`src/rtl/uart_tx_arbiter.sv`:
```
// Packet-level round-robin arbiter that shares one uart_tx byte stream between requesters.
// Define ARB_WATCHDOG_EN to build the stall watchdog that force-releases a silent owner.
module uart_tx_arbiter #(
  parameter int DATA_WIDTH      = 8,
  parameter int NUM_REQ         = 2,
  parameter int WATCHDOG_CYCLES = 1024
) (
  input  logic                          clk_i,
  input  logic                          rst_i,
  input  logic [NUM_REQ*DATA_WIDTH-1:0] s_tdata_i,
  input  logic [NUM_REQ-1:0]            s_tvalid_i,
  input  logic [NUM_REQ-1:0]            s_tlast_i,
  output logic [NUM_REQ-1:0]            s_tready_o,
  output logic [DATA_WIDTH-1:0]         m_tdata_o,
  output logic                          m_tvalid_o,
  input  logic                          m_tready_i,
  output logic [NUM_REQ-1:0]            grant_o,
  output logic                          busy_o,
  output logic                          abort_o
);

  localparam int PTR_W = (NUM_REQ > 1) ? $clog2(NUM_REQ) : 1;

  typedef enum logic {ST_IDLE = 1'b0, ST_LOCKED = 1'b1} state_t;

  state_t             r_state;
  logic [PTR_W-1:0]   r_ptr;
  logic [PTR_W-1:0]   r_owner;
  logic [NUM_REQ-1:0] r_grant;
  logic               r_busy;

  logic [PTR_W-1:0]   w_rot_idx [NUM_REQ];
  logic [NUM_REQ-1:0] w_pick_oh;
  logic [PTR_W-1:0]   w_pick;
  logic               w_pick_vld;
  logic [PTR_W-1:0]   w_owner_inc;
  logic               w_fire;
  logic               w_last_fire;
  logic               w_wd_fire;
  logic               w_release;

  // Search order starts at the pointer and wraps modulo NUM_REQ.
  generate
    for (genvar gi = 0; gi < NUM_REQ; gi++) begin : g_rot
      logic [PTR_W:0] w_sum;
      assign w_sum          = {1'b0, r_ptr} + (PTR_W+1)'(gi);
      assign w_rot_idx[gi]  = (w_sum >= (PTR_W+1)'(NUM_REQ)) ?
                              PTR_W'(w_sum - (PTR_W+1)'(NUM_REQ)) : w_sum[PTR_W-1:0];
      assign w_pick_oh[gi]  = (w_pick == PTR_W'(gi));
    end
  endgenerate

  // Walk from the farthest offset down so the nearest requester to the pointer wins.
  always_comb begin
    w_pick     = r_ptr;
    w_pick_vld = 1'b0;
    for (int i = NUM_REQ - 1; i >= 0; i--) begin
      if (s_tvalid_i[w_rot_idx[i]]) begin
        w_pick     = w_rot_idx[i];
        w_pick_vld = 1'b1;
      end
    end
  end

  assign w_owner_inc = (r_owner == PTR_W'(NUM_REQ - 1)) ? '0 : r_owner + 1'b1;
  assign w_fire      = r_busy & s_tvalid_i[r_owner] & m_tready_i;
  assign w_last_fire = w_fire & s_tlast_i[r_owner];
  assign w_release   = w_last_fire | w_wd_fire;

  assign m_tdata_o  = s_tdata_i[r_owner*DATA_WIDTH +: DATA_WIDTH];
  assign m_tvalid_o = r_busy & s_tvalid_i[r_owner];
  assign s_tready_o = r_grant & {NUM_REQ{m_tready_i}};
  assign grant_o    = r_grant;
  assign busy_o     = r_busy;

  always_ff @(posedge clk_i) begin
    if (rst_i) begin
      r_state <= ST_IDLE;
      r_ptr   <= '0;
      r_owner <= '0;
      r_grant <= '0;
      r_busy  <= 1'b0;
    end else begin
      case (r_state)
        ST_IDLE: begin
          if (w_pick_vld) begin
            r_state <= ST_LOCKED;
            r_owner <= w_pick;
            r_grant <= w_pick_oh;
            r_busy  <= 1'b1;
          end
        end
        ST_LOCKED: begin
          if (w_release) begin
            r_state <= ST_IDLE;
            r_ptr   <= w_owner_inc;
            r_grant <= '0;
            r_busy  <= 1'b0;
          end
        end
        default: r_state <= ST_IDLE;
      endcase
    end
  end

`ifdef ARB_WATCHDOG_EN
  localparam int CNT_W = $clog2(WATCHDOG_CYCLES) + 1;

  logic [CNT_W-1:0] r_wd_cnt;
  logic             r_abort;

  // Only an owner that stops presenting data counts; uart_tx backpressure never does.
  assign w_wd_fire = r_busy & ~s_tvalid_i[r_owner] &
                     (r_wd_cnt == CNT_W'(WATCHDOG_CYCLES - 1));

  always_ff @(posedge clk_i) begin
    if (rst_i) begin
      r_wd_cnt <= '0;
      r_abort  <= 1'b0;
    end else begin
      r_abort <= w_wd_fire;
      if (!r_busy || w_fire || w_wd_fire) begin
        r_wd_cnt <= '0;
      end else if (!s_tvalid_i[r_owner]) begin
        r_wd_cnt <= r_wd_cnt + 1'b1;
      end
    end
  end

  assign abort_o = r_abort;
`else
  logic w_unused_wd;
  assign w_unused_wd = (WATCHDOG_CYCLES > 0);
  assign w_wd_fire   = 1'b0;
  assign abort_o     = 1'b0;
`endif

endmodule

```
`config.mk`:
```
export PLATFORM = sky130hd
export DESIGN_NAME = uart_tx_arbiter
export DESIGN_NICKNAME = d
export VERILOG_FILES = /design/src/rtl/uart_tx_arbiter.sv
export SDC_FILE = /design/constraint.sdc
export NUM_CORES = 1
export LEC_CHECK = 0
export CORE_MARGIN = 2
export CORE_UTILIZATION = 31
export CTS_CLUSTER_DIAMETER = 60
export DETAILED_ROUTE_END_ITERATION = 8
export PLACE_DENSITY = 0.82
export REMOVE_ABC_BUFFERS = 1
export SLEW_MARGIN = 5
export SYNTH_ARGS = -nofsm -noshare
export SYNTH_HDL_FRONTEND = slang
export SYNTH_SLANG_ARGS = --single-unit
```
`constraint.sdc`:
```
create_clock -name clk_i -period 3.7 [get_ports clk_i]
set_clock_uncertainty 0.15 [all_clocks]
set_input_delay 0.74 -clock clk_i [delete_from_list [all_inputs] [get_ports clk_i]]
set_output_delay 0.74 -clock clk_i [all_outputs]
set_load 0.03 [all_outputs]
```
Word level (Yosys, flattened, before mapping)
Index checks and enable logic that the tools add are counted.
- output and inout port bits: 15
- bits in registers: 6
- bits of input ports: 23
- logic and storage cells: 50
- shift-type cells: 1
- order comparisons: 5
- add/subtract/negate cells: 4
- equality and inequality tests: 2
- bitwise gates (word level): 6
- multiplexer cells: 24
- reductions and logical operators: 3
- operators by type and width (operator ; number):
    $mux 1 ; 19
    $shiftx 16x5->8 ; 1
    $lt 1x2->1 const B ; 3
    $reduce_and 2->1 ; 3
    $mux 2 ; 2
    $pmux 1 s2 ; 2
    $pmux 2 s2 ; 1
    $and 1x1->1 ; 3
    $add 1x1->2 const B ; 1
    $and 2x2->2 ; 1
    $ge 1x2->1 const B ; 1
    $ge 2x2->1 const B ; 1
    $ne 2x1->1 const B ; 1
    $ne 2x2->1 const B ; 1
    $not 1->1 ; 2
    $sub 1x1->1 const B ; 2
    $add 1x1->1 const B ; 1

Depth between registers and ports, before layout
- depth in word-level cells: 10
- gate-level depth with buffers: 3
- depth with buffers taken out: 3

Worst setup path after synthesis
No wires, ideal clock.
- path kind: input-to-output
- start point: in s_tvalid_i[1]
- end point: out m_tvalid_o
- slack: 1.504 ns
- required time: 2.810 ns
- data arrival time: 1.306 ns
- stages: 2
- path buffers: 0
- cell sequence: mux2i_1 -> nor2_1
- word-level cells in the longest chain between the ends: 3
- ends and longest elaborated chain (element ; line ; text):
    start: declaration ; 11 ; input logic [NUM_REQ-1:0] s_tvalid_i,
    $mux 1 (not written as such) (2 in a row) ; 71 ; assign m_tvalid_o = r_busy & s_tvalid_i[r_owner];
    $and 1x1->1 ; 71 ;
    end: declaration ; 15 ; output logic m_tvalid_o,
No other way between the ends. The select of a mux whose other input is x is not followed.

Final worst setup path
- start point: in s_tvalid_i[0]
- end point: out m_tvalid_o
Same word-level chain as after synthesis.

==> flow_summary_export.csv <==
group,metric,value,unit
timing,max_slew_margin,0.664,
grt,grt_start_max_net_pins,13,
floorplan,die_x,40.1,µm
setup_path,arrival,2.33,ns
synthesis,synth_edf_count,0,
clock_network,clkTransAtPathRegs,0.05,ns
timing,fin_crit,3.22,ns
routing,routedWlPerCell,13.8,µm
setup_path,max_stage_delay,0.61,ns
floorplan,num_rows,12,
routing,ant_nets,0,
setup_path,crit_chain,"clkdlybuf4s50_1, mux2i_1, nor2_1, clkdlybuf4s50_1",
finish,syn2layout_area_growth,96.3,%
hold_path,hp-start,"grant_o[1]",
clock_network,cts.hold.buffers_added,0,
hold_path,hold_depth,2,
synthesis,seq_area_frac_synth,0.298,
power,clock_power_share,0.258,
routing,drtIter0Drc,9,
floorplan,die-area,1600,µm²
setup_path,cp_common_cell,"clkdlybuf4s50_1",
floorplan,io_pins,38,
synthesis,synth_top_area_share,0.298,
power,ir_drop,0.182,mV
timing,grt_setup_unrepaired,"false",
synthesis,synth_compound_area_frac,0.140,
synthesis,ys_async_sr_fraction,0,
synthesis,synthAdderAreaFrac,0,
status,status,"completed",
synthesis,yosysTopAreaCell,"dfxtp_1",
synthesis,syn-instance-count,43,
finish,fin_nets,105,
run,max_cap_viol_count,0,
timing,tns,0,ns
clock_network,clk_path_buf_depth,2,
synthesis,yosys.area_share.simple,0.193,
floorplan,core-area,1160,µm²
synthesis,yosys-top-cells-area,"dfxtp_1 30%, mux2_1 20%, mux2_2 5.6%, nor4_4 5.3%, mux2i_1 5.0%",
power,swShare,0.333,
synthesis,ys_seq_elements,6,
power,internal_power,0.000160,W
setup_path,worstRegToRegCells,3,
routing,route.detailed.drc,0,
routing,vias_per_cell,5.09,
clock_network,cts-root-buf,"clkbuf_4",
setup_path,critPathBufInv,2,
grt,grtUsageTotal,0.157,
timing,finalSetupViolCount,0,
power,powerDensity,303,nW/µm²
clock_network,numCtsBuffers,3,
timing,post-route-period-util,0.871,
clock_network,clock-sinks,6,
setup_path,critPathRequiredTime,2.81,ns
timing,slew_violations,0,
grt,grt_pass1_vias,410,
setup_path,startpoint_type,"input pin",
synthesis,synthXorXnorAreaFrac,0,
setup_path,path_max_fanout,5,
floorplan,fp.dieH,40.1,µm
setup_path,rr_endpoint,"r_ptr",
routing,vias,478,
synthesis,muxShareOfSynthArea,0.301,
grt,grt_overflow_total,0,
synthesis,synth_top_family_by_area,"multiplexers",
finish,fill_cells,89,
clock_network,cts-resized-gates,0,
synthesis,synth_cell_types,23,
routing,finalWirelength,1300,µm
setup_path,slowest_stage,"clkdlybuf4s50_1",
finish,layout-drive-gt1-share,0.0750,
setup_path,cp_top_family,"buffers and inverters",
clock_network,clk_latency,0.24,ns
power,seqPwrFrac,0.317,
finish,antenna_cells,0,
timing,max_freq,0.310,GHz
clock_network,cts.htree.levels,1,
setup_path,r2r_setup_slack,1.78,ns
synthesis,yosys_warnings,0,
power,p_sw,0.0000798,W
clock_network,postCtsSetupBuffers,0,
power,leakage,0.298,nW
hold_path,holdPathEnd,"grant_o[1]",
timing,hold_viol,0,
setup_path,crit_type,"input pin to primary output",
place,portBuffers,36,
setup_path,r2r-start,"r_owner",
hold_path,holdCritPathClass,"flip-flop to flip-flop",
clock_network,tritoncts,"yes",
routing,drt-pass1-iter-count,4,
place,hpwl,1050,µm
timing,worstMarginPinSlew,0.491,ns
grt,antenna_found_initial,0,
synthesis,synth_area,403,µm²
power,power_frac_comb,0.425,
synthesis,avgSynthCellArea,9.37,µm²
grt,grt_pass1_wl,1690,µm
synthesis,synth_flop_cell,"dfxtp_1",
finish,final_core_util,0.684,
floorplan,start_util,0.348,
setup_path,cp-end-kind,"primary output",
place,gp_congestion,0.740,
[how the worst max path moves through the flow]
stage                     slack, ns          to           from  depth (start not counted)
after global routing           0.45  m_tvalid_o  s_tvalid_i[0]                          4
after global placement         0.53  m_tvalid_o  s_tvalid_i[0]                          4
after CTS                      0.49  m_tvalid_o  s_tvalid_i[0]                          4
after detailed placement       0.48  m_tvalid_o  s_tvalid_i[0]                          4
after floorplan                1.49  m_tvalid_o  s_tvalid_i[1]                          2
final                          0.48  m_tvalid_o  s_tvalid_i[0]                          4
[layer usage]
metal / wire length [µm] / vias up / track usage
li1: - / 227 / -
met1: 421 / 217 / 0.152
met2: 598 / 34 / 0.286
met3: 279 / 0 / 0.0611
met4: 0 / 0 / 0.0776
met5: 0 / - / 0
[state kept, by name (all words and copies together), names as in the netlist]
name,cells
grant_o,2
r_ptr,1
busy_o,1
r_owner,1
r_state,1
[cells in the final DEF (no fill, tap or decap), drive strengths merged]
| cell | count |
|---|---|
| nor2 | 2 |
| nand2 | 2 |
| conb | 1 |
| mux2i | 2 |
| a31oi | 1 |
| a21oi | 1 |
| and2 | 2 |
| inv | 3 |
| clkdlybuf4s50 | 36 |
| nor4 | 1 |
| dfxtp | 6 |
| clkbuf | 3 |
| nor3 | 2 |
| o41ai | 1 |
| mux2 | 9 |
| o21bai | 1 |
| nand3b | 1 |
| a21boi | 2 |
| nand3 | 1 |
| o22ai | 1 |
| o31ai | 1 |
| nor2b | 1 |
[cells by family after synthesis]
family	after synthesis
DFF	6
buffers and inverters	5
AOI/OAI and AO/OA	8
other	1
and+or+nand+nor	12
muxes	11
[metrics by stage]
| stage | instance area, µm² | hold slack, ns | worst slack [ns] | instances | total power (W) |
|---|---|---|---|---|---|
| after floorplan | 390 | 0.374 | 1.49 | 41 | 0.000126 |
| after global placement | 768 | 0.323 | 0.532 | 91 | 0.000177 |
| after detailed placement | 768 | 0.328 | 0.484 | 91 | 0.000179 |
| after CTS | 791 | 0.338 | 0.488 | 94 | 0.000242 |
| after global routing | 791 | 0.373 | 0.454 | 94 | 0.000251 |
| final | 791 | 0.337 | 0.477 | 94 | 0.000239 |
[synthesized netlist by cell type (2+ instances only)]
| master | count |
|---|---|
| a21boi_1 | 2 |
| and2_1 | 2 |
| dfxtp_1 | 6 |
| inv_1 | 3 |
| mux2_1 | 7 |
| mux2_2 | 2 |
| mux2i_1 | 2 |
| nand2_1 | 2 |
| nor2_1 | 2 |
| nor3_1 | 2 |
[power groups by stage]
stage                     logic [W]  clock network [W]  registers, W
after floorplan           0.0000448                  0     0.0000811
after global placement     0.000100                  0     0.0000770
after detailed placement   0.000102                  0     0.0000771
after CTS                  0.000103          0.0000636     0.0000758
after global routing       0.000107          0.0000670     0.0000768
final                      0.000102          0.0000618     0.0000758
[tightest hold or removal path: cells and delay by family, from the launching register on]
kind / cells / cell delay, ns
compound gates: 2 / 0.12
flops: 1 / 0.31
[layout make-up]
| cell class | count | area, µm² | share of cell area |
|---|---|---|---|
| multi-input combinational | 32 | 259 | 0.328 |
| tap | 14 | 17.5 | 0.0222 |
| timing repair buffer | 36 | 360 | 0.456 |
| sequential | 6 | 120 | 0.152 |
| inverter | 3 | 11.3 | 0.0142 |
| clock buffer | 3 | 22.5 | 0.0285 |
(Power assumes the default switching activity.)
